===== src/rtl/fpga2hps_pkg.sv =====
// rtl/fpga2hps_pkg.sv - shared AXI3 constants and types for the FPGA-to-HPS read arbiter
package fpga2hps_pkg;

  localparam int         AXI_ID_W        = 8;
  localparam logic [1:0] AXI_BURST_INCR  = 2'b01;
  localparam logic [3:0] AXI_CACHE_DEF   = 4'b0011;
  localparam logic [2:0] AXI_PROT_DEF    = 3'b000;
  localparam logic [1:0] AXI_LOCK_NORMAL = 2'b00;

  // Requester index: 0 = video scanout, 1 = general master
  typedef logic req_idx_t;

  // Downstream ID carries the requester index in bit 0 only
  function automatic logic [AXI_ID_W-1:0] idx_to_id(input req_idx_t idx);
    return {{(AXI_ID_W-1){1'b0}}, idx};
  endfunction

endpackage


===== src/rtl/arb2_rr.sv =====
// rtl/arb2_rr.sv - two-input grant logic; FPGA2HPS_ARB_VIDEO_PRIO_EN selects fixed priority
module arb2_rr
  import fpga2hps_pkg::*;
(
  input  logic       clk,
  input  logic       rst,
  input  logic [1:0] req,
  input  logic       take,
  output logic [1:0] gnt,
  output req_idx_t   win
);

`ifdef FPGA2HPS_ARB_VIDEO_PRIO_EN

  // Video scanout wins every tie; no pointer state exists in this build
  always_comb begin
    win = req[0] ? 1'b0 : 1'b1;
  end

  logic unused_prio;
  assign unused_prio = ^{clk, rst, take};

`else

  req_idx_t last_q;

  // On a tie the requester not granted last wins; otherwise the lone requester
  always_comb begin
    if (req == 2'b11) begin
      win = ~last_q;
    end else begin
      win = req[0] ? 1'b0 : 1'b1;
    end
  end

  // Pointer tracks the last requester that actually completed a handshake
  always_ff @(posedge clk) begin
    if (rst) begin
      last_q <= 1'b1;
    end else if (take) begin
      last_q <= win;
    end
  end

`endif

  assign gnt = {req[1] && win, req[0] && !win};

endmodule


===== src/rtl/fpga2hps_rd_arb.sv =====
// rtl/fpga2hps_rd_arb.sv - two-requester AXI3 read arbiter onto the FPGA-to-HPS bridge (policy macro FPGA2HPS_ARB_VIDEO_PRIO_EN)
module fpga2hps_rd_arb
  import fpga2hps_pkg::*;
#(
  parameter int MAX_OUTST = 4
) (
  input  logic                clk,
  input  logic                rst,
  // requester 0 (video scanout)
  input  logic                req0_arvalid,
  output logic                req0_arready,
  input  logic [31:0]         req0_araddr,
  input  logic [3:0]          req0_arlen,
  input  logic [2:0]          req0_arsize,
  output logic                req0_rvalid,
  input  logic                req0_rready,
  output logic [31:0]         req0_rdata,
  output logic [1:0]          req0_rresp,
  output logic                req0_rlast,
  // requester 1 (general master)
  input  logic                req1_arvalid,
  output logic                req1_arready,
  input  logic [31:0]         req1_araddr,
  input  logic [3:0]          req1_arlen,
  input  logic [2:0]          req1_arsize,
  output logic                req1_rvalid,
  input  logic                req1_rready,
  output logic [31:0]         req1_rdata,
  output logic [1:0]          req1_rresp,
  output logic                req1_rlast,
  // bridge AR channel
  output logic                hps_arvalid,
  input  logic                hps_arready,
  output logic [AXI_ID_W-1:0] hps_arid,
  output logic [31:0]         hps_araddr,
  output logic [3:0]          hps_arlen,
  output logic [2:0]          hps_arsize,
  output logic [1:0]          hps_arburst,
  output logic [3:0]          hps_arcache,
  output logic [2:0]          hps_arprot,
  output logic [1:0]          hps_arlock,
  // bridge R channel
  input  logic                hps_rvalid,
  output logic                hps_rready,
  input  logic [AXI_ID_W-1:0] hps_rid,
  input  logic [31:0]         hps_rdata,
  input  logic [1:0]          hps_rresp,
  input  logic                hps_rlast
);

  localparam int               CNT_W   = $clog2(MAX_OUTST + 1);
  localparam logic [CNT_W-1:0] CNT_MAX = CNT_W'(MAX_OUTST);
  localparam logic [CNT_W-1:0] CNT_ONE = CNT_W'(1);

  localparam logic [0:0] ST_IDLE  = 1'b0;
  localparam logic [0:0] ST_ISSUE = 1'b1;

  logic [0:0]       state_q;
  req_idx_t         idx_q;
  logic [31:0]      addr_q;
  logic [3:0]       len_q;
  logic [2:0]       size_q;
  logic [CNT_W-1:0] cnt0_q;
  logic [CNT_W-1:0] cnt1_q;

  logic [1:0] elig;
  logic [1:0] gnt;
  req_idx_t   win;
  logic       idle;
  logic       req_hs;
  logic       hps_ar_hs;
  logic       r_done;
  logic       inc0, inc1, dec0, dec1;

  // Saturating up/down step; simultaneous inc and dec cancel out
  function automatic logic [CNT_W-1:0] cnt_next(input logic [CNT_W-1:0] cnt,
                                                input logic inc, input logic dec);
    if (inc && !dec) begin
      return cnt + CNT_ONE;
    end else if (dec && !inc && (cnt != '0)) begin
      return cnt - CNT_ONE;
    end
    return cnt;
  endfunction

  assign idle    = (state_q == ST_IDLE) && !rst;
  assign elig[0] = req0_arvalid && (cnt0_q < CNT_MAX);
  assign elig[1] = req1_arvalid && (cnt1_q < CNT_MAX);

  arb2_rr u_arb (
    .clk  (clk),
    .rst  (rst),
    .req  (elig),
    .take (req_hs),
    .gnt  (gnt),
    .win  (win)
  );

  assign req0_arready = idle && gnt[0];
  assign req1_arready = idle && gnt[1];
  assign req_hs       = req0_arready || req1_arready;

  assign hps_arvalid = (state_q == ST_ISSUE);
  assign hps_ar_hs   = hps_arvalid && hps_arready;
  assign hps_arid    = idx_to_id(idx_q);
  assign hps_araddr  = addr_q;
  assign hps_arlen   = len_q;
  assign hps_arsize  = size_q;
  assign hps_arburst = AXI_BURST_INCR;
  assign hps_arcache = AXI_CACHE_DEF;
  assign hps_arprot  = AXI_PROT_DEF;
  assign hps_arlock  = AXI_LOCK_NORMAL;

  // AR FSM: accept one requester in IDLE, hold the bridge request in ISSUE
  always_ff @(posedge clk) begin
    if (rst) begin
      state_q <= ST_IDLE;
    end else if (req_hs) begin
      state_q <= ST_ISSUE;
    end else if (hps_ar_hs) begin
      state_q <= ST_IDLE;
    end
  end

  // Capture the winner's address payload at the requester handshake
  always_ff @(posedge clk) begin
    if (rst) begin
      idx_q  <= 1'b0;
      addr_q <= '0;
      len_q  <= '0;
      size_q <= '0;
    end else if (req_hs) begin
      idx_q  <= win;
      addr_q <= win ? req1_araddr : req0_araddr;
      len_q  <= win ? req1_arlen  : req0_arlen;
      size_q <= win ? req1_arsize : req0_arsize;
    end
  end

  assign r_done = hps_rvalid && hps_rready && hps_rlast;
  assign inc0   = hps_ar_hs && (idx_q == 1'b0);
  assign inc1   = hps_ar_hs && (idx_q == 1'b1);
  assign dec0   = r_done && (hps_rid[0] == 1'b0);
  assign dec1   = r_done && (hps_rid[0] == 1'b1);

  // Outstanding bursts per requester: bridge AR handshake in, last R beat out
  always_ff @(posedge clk) begin
    if (rst) begin
      cnt0_q <= '0;
      cnt1_q <= '0;
    end else begin
      cnt0_q <= cnt_next(cnt0_q, inc0, dec0);
      cnt1_q <= cnt_next(cnt1_q, inc1, dec1);
    end
  end

  // R routing is purely combinational and keyed on rid[0]
  assign req0_rvalid = hps_rvalid && (hps_rid[0] == 1'b0);
  assign req1_rvalid = hps_rvalid && (hps_rid[0] == 1'b1);
  assign hps_rready  = hps_rid[0] ? req1_rready : req0_rready;
  assign req0_rdata  = hps_rdata;
  assign req1_rdata  = hps_rdata;
  assign req0_rresp  = hps_rresp;
  assign req1_rresp  = hps_rresp;
  assign req0_rlast  = hps_rlast;
  assign req1_rlast  = hps_rlast;

  logic unused_rid;
  assign unused_rid = ^hps_rid[AXI_ID_W-1:1];

endmodule


===== config.mk =====
export PLATFORM = sky130hd
export DESIGN_NAME = fpga2hps_rd_arb
export DESIGN_NICKNAME = d
export VERILOG_FILES = /design/src/rtl/fpga2hps_pkg.sv /design/src/rtl/arb2_rr.sv /design/src/rtl/fpga2hps_rd_arb.sv
export SDC_FILE = /design/constraint.sdc
export NUM_CORES = 1
export LEC_CHECK = 0
export CORE_MARGIN = 5
export CORE_UTILIZATION = 33
export CTS_BUF_LIST = sky130_fd_sc_hd__clkbuf_2 sky130_fd_sc_hd__clkbuf_4 sky130_fd_sc_hd__clkbuf_8
export DETAILED_ROUTE_END_ITERATION = 12
export GPL_TIMING_DRIVEN = 0
export PLACE_DENSITY = 0.93
export SYNTH_ARGS = -nofsm -noshare
export SYNTH_HDL_FRONTEND = slang
export SYNTH_SLANG_ARGS = --single-unit

===== constraint.sdc =====
create_clock -name clk -period 2.8 [get_ports clk]
set_clock_uncertainty 0.15 [all_clocks]
set_input_delay 0.56 -clock clk [delete_from_list [all_inputs] [get_ports clk]]
set_output_delay 0.56 -clock clk [all_outputs]
set_load 0.05 [all_outputs]

### Yosys cells after proc, flatten, opt, wreduce, memory -nomap -nowiden

Index checks and enable logic that the tools add are counted.

| storage, ports and cells | value |
|---|---|
| word-level logic and storage cells | 69 |
| bits of input ports | 129 |
| memories kept | 0 |
| bits in read-only memories | 0 |
| register bits after elaboration | 48 |
| bits in writable memories | 0 |
| latch bits | 0 |

| cells by class | value |
|---|---|
| multiplexer cells | 18 |
| bitwise operators | 4 |
| $lt $le $gt $ge | 2 |
| div/mod/pow operators | 0 |
| multipliers | 0 |
| reduce and logical (&&, ||, !) cells | 32 |
| $add $sub $neg | 4 |
| equality and inequality tests | 1 |
| shift-type cells | 0 |

Operators with widths:

| operator | number |
|---|---|
| $mux 32 | 1 |
| $logic_and 1x1->1 | 22 |
| $mux 3 | 5 |
| $mux 1 | 11 |
| $add 3x1->3 const B | 2 |
| $logic_not 1->1 | 6 |
| $lt 3x3->1 const B | 2 |
| $reduce_bool 3->1 | 2 |
| $sub 3x1->3 const B | 2 |
| $mux 4 | 1 |
| $not 1->1 | 4 |
| $eq 2x2->1 const B | 1 |
| $reduce_bool 2->1 | 1 |
| $logic_or 1x1->1 | 1 |

### Longest topological paths before layout

| depth | value |
|---|---|
| word-level depth | 9 |
| gate-level depth with buffers | 9 |

### By module

From an unflattened synthesis, not the netlist that was laid out.

| unflattened totals | value |
|---|---|
| cells, all modules | 333 |
| area, all modules | 2999.1 µm² |

Modules (own cells, without submodules):

| module | instances | area each (µm²) | cells each |
|---|---|---|---|
| fpga2hps_rd_arb | 1 | 2921.6 | 325 |
| arb2_rr | 1 | 77.6 | 8 |

### Worst setup path after synthesis

OpenSTA, ideal clock, no wires.

| timing path | value |
|---|---|
| path kind | in2out |
| start point | in rst |
| end point | out req1_arready |
| data required time | 2.090 ns |
| stages | 3 |
| arrival time | 2.480 ns |
| buffers on the path | 2 |
| path slack | -0.390 ns |
| path through | clkbuf_1 clkbuf_1 nor4_1 |

| on the way | value |
|---|---|
| cells in the longest elaborated chain, start to end | 3 |

Ends and longest elaborated chain:

| what | RTL line | source |
|---|---|---|
| start: declaration | fpga2hps_rd_arb.sv:8 | `input logic rst,` |
| $logic_not 1->1 | fpga2hps_rd_arb.sv:86 | `assign idle = (state_q == ST_IDLE) && !rst;` |
| $logic_and 1x1->1 | fpga2hps_rd_arb.sv:86 |  |
| $logic_and 1x1->1 | fpga2hps_rd_arb.sv:100 | `assign req1_arready = idle && gnt[1];` |
| end: declaration | fpga2hps_rd_arb.sv:22 | `output logic req1_arready,` |

Every way passes these cells.

### Final worst setup path

| timing path | value |
|---|---|
| start point | in req1_arvalid |
| end point | out req1_arready |

| on the way | value |
|---|---|
| cells in the longest elaborated chain, start to end | 5 |

Ends and longest elaborated chain:

| what | RTL line | source |
|---|---|---|
| start: declaration | fpga2hps_rd_arb.sv:21 | `input logic req1_arvalid,` |
| $logic_and 1x1->1 (*) | fpga2hps_rd_arb.sv:88 | `assign elig[1] = req1_arvalid && (cnt1_q < CNT_MAX);` |
| $eq 2x2->1 | arb2_rr.sv:29 | `if (req == 2'b11) begin` |
| $mux 1 | arb2_rr.sv:29 |  |
| $logic_and 1x1->1 (*) | arb2_rr.sv:47 | `assign gnt = {req[1] && win, req[0] && !win};` |
| $logic_and 1x1->1 (*) | fpga2hps_rd_arb.sv:100 |  |

Mark *: on every way between the ends. The rest lies on a longest branch, timed or not.

==> flow_summary.toml <==
[power_and_ir_drop]
leakagePower_nw = 2.27
p_total_w = 0.00241
powerDensity_nw_per_um2 = 451
peakVddDrop_mv = 0.203

[layout]
fillerInstances = 763
fin_cells = 722
syn_to_final_growth_pct = 79.1
nets = 744
mostFrequentLayoutCells = "clkdlybuf4s50_1 (193), buf_4 (90), nand2_1 (84)"
final_common_cell = "clkdlybuf4s50_1"
drive_above_1_share_pct = 19.2
diodes = 0
multi_input_area_um2 = 1320
seqCellArea_um2 = 961
utilization_pct = 60.9

[flow_run]
cap_violations = 0

[cts]
insertion_delay_ns = 0.30
cts_tree = "yes"
htreeDepth = 2
cts_made_buffers = 5
root_buffer = "clkbuf_8"
hold_buffers = 0
cts.clk_slew.worst_paths_ns = 0.09
clock-sinks = 48
cts_buffer_depth = 2

[yosys]
netlist_instances = 389
ys_types = 41
synth-seq-cells = 48
synth_area_um2 = 2980
yosys_warnings = 0
avgSynthCellArea_um2 = 7.66
yosysSeqAreaShare_pct = 32.2

[global_route]
grt_pass1_vias = 3656
grt_max_degree = 16
grt_pass1_wl_um = 17500
grt_overflow = 0
grt_usage_pct = 18.8
antenna_found_initial = 0

[sta]
drv_slew = 0
rsz0062_at_grt = "no"
setup_ws_ns = 0.0939
final.period_utilization_pct = 96.6
worst_pin_slew_ns = 0.603
fmax_mhz = 370
slew_headroom_pct = 59.8
setup_viol = 0
final-hold-violation-count = 0
min_period_ns = 2.71

[critical_path]
r2r-end = "cnt0_q[1]"
r2r_setup_slack_ns = 0.28
cp-end-kind = "primary output"
r2r_cells = 9
worst_path_dominant_cell_family = "buffers and inverters"
crit_buf_inv = 2
start_kind = "primary input"
timing.critical_path.cells = "clkdlybuf4s50_1, nand2b_4, o21a_4, nor4_2, clkdlybuf4s18_2"
worst-path-max-fanout = 13
crit_type = "in -> out"
worstReg2RegStart = "hps_arvalid"
critPathMaxStageDelay_ns = 0.50
cp_slowest_cell = "clkdlybuf4s50_1"
worstPathArrival_ns = 2.00
required_ns = 2.09

[detailed_routing]
route.detailed.drc = 0
dr_total_vias = 3426
avgRoutedWirePerCell_um = 15.1
firstDrtPassIters = 4
ant_nets = 0
wl_um = 10900
via_per_inst = 4.75
drtIter0Drc = 148

[place]
placed_cells = 715
io_buffers = 202
post-place-ws_ns = -0.611
hpwl_um = 8980
gp_congestion = 0.799

[hold_path]
hold_class = "reg -> reg"
worstHoldStart = "hps_araddr[10]"
min_delay_path_depth = 2
holdPathEnd = "hps_araddr[10]"

[floorplan]
start_util_pct = 34.0
die-area_um2 = 11000
core_um2 = 8760
die_x_um = 105
core.rowCount = 34
ios = 263
die_height_um = 105

[status]
status = "complete, no violations"
==> cell families (layout without fill, tap and decap cells) <==
logic type      Yosys count  count (layout)  share of synthesized area, %
compound gates           63              63                          17.2
xor+xnor                  1               1                         0.294
fa+ha+maj                 2               2                          1.34
buf+inv                 115             324                          26.1
flops                    48              48                          32.2
mux                       1               1                         0.378
other cells               2              18                         0.252
simple gates            157             157                          22.1
==> state kept, by name (all words and copies together), names as in the netlist <==
| register | cells |
|---|---|
| u_arb.last_q | 1 |
| idx_q | 1 |
| hps_araddr | 32 |
| hps_arlen | 4 |
| cnt0_q | 3 |
| hps_arsize | 3 |
| cnt1_q | 3 |
| hps_arvalid | 1 |
==> cell usage after synthesis <==
cell type | count | area (um^2)
nand2b_1 | 1 | 6.26
nor2b_1 | 2 | 12.5
nand2b_4 | 1 | 13.8
nor3_1 | 3 | 15.0
buf_2 | 11 | 55.1
a211oi_4 | 1 | 20.0
and4_1 | 1 | 8.76
clkbuf_1 | 13 | 48.8
nand3_1 | 4 | 20.0
conb_1 | 2 | 7.51
o21bai_1 | 3 | 22.5
dfxtp_1 | 48 | 961
a21o_1 | 1 | 7.51
mux2_2 | 1 | 11.3
o31ai_1 | 1 | 7.51
and3b_1 | 1 | 8.76
nand2_1 | 84 | 315
o21a_1 | 1 | 7.51
and3_1 | 1 | 6.26
a21oi_1 | 3 | 15.0
or2_2 | 1 | 6.26
o21ai_0 | 5 | 25.0
fa_1 | 2 | 40.0
nor2_1 | 50 | 188
o31a_1 | 1 | 8.76
o32a_1 | 1 | 10.0
nor4_1 | 1 | 6.26
or3_1 | 1 | 6.26
nand4_1 | 2 | 12.5
nand4b_1 | 2 | 17.5
a31oi_1 | 2 | 12.5
buf_4 | 89 | 668
o21ai_1 | 1 | 5.00
a221oi_1 | 1 | 8.76
inv_1 | 2 | 7.51
a211oi_1 | 1 | 7.51
xor2_1 | 1 | 8.76
and2_1 | 1 | 6.26
a311oi_1 | 39 | 342
o211ai_1 | 2 | 15.0
and4b_1 | 1 | 10.0
==> worst min-delay path, stage by stage (launching register included) <==
cell,delay [ns]
dfxtp_1,0.32
nor2_1,0.09
a311oi_1,0.05
==> final cells by class <==
class                           count  share of cell area (%)
Timing Repair Buffer              202                    38.1
Multi-Input combinational cell    242                    24.7
Sequential cell                    48                    18.0
Buffer                            112                    14.4
Tap cell                          108                    2.53
Clock buffer                        5                    1.29
Clock inverter                      3                   0.797
Inverter                            2                   0.141
==> worst max-delay path by stage <==
stage / startpoint / end / slack (ns) / cells past startpoint
global route: hps_rlast / cnt0_q[1] / 0.03 / 8
finish: req1_arvalid / req1_arready / 0.09 / 5
CTS: hps_rid[0] / req1_rvalid / 0.008 / 3
detailed placement: req1_arvalid / req1_arready / -0.61 / 6
floorplan: req0_arvalid / req0_arready / 0.05 / 4
global placement: req1_arvalid / req1_arready / -0.61 / 6
==> per-layer routing <==
layer / vias to the layer above / part of all wire [%] / track usage, %
met3: 21 / 9.3 / 6.17
met5: - / 0 / 0
met4: 0 / 2.0 / 5.94
met2: 169 / 53 / 35.8
li1: 1665 / - / -
met1: 1571 / 36 / 19.3
==> what timing repair did <==
item                                    in CTS  in global routing
endpoints found under the setup margin       3                  7
setup buffers                                0                  0
gates resized for setup                     13                 12
gates cloned                                 0                  0
==> stage by stage <==
step	TNS (ns)	area [um^2]	hold WS (ns)
floorplan	0	3050	0.342
global placement	-1.36	5200	0.333
global route	0	5340	0.381
CTS	0	5310	0.354
detailed placement	-1.60	5200	0.341
finish	0	5340	0.353
==> power breakdown <==
| part | leakage, nW | internal (W) | total (W) | switching (W) |
|---|---|---|---|---|
| clock | 0.0541 | 0.000265 | 0.000507 | 0.000242 |
| sequential | 0.396 | 0.000740 | 0.000776 | 0.0000357 |
| combinational | 1.82 | 0.000445 | 0.00112 | 0.000680 |
| total | 2.27 | 0.00145 | 0.00241 | 0.000958 |
Power figures use the tool's default switching activity.
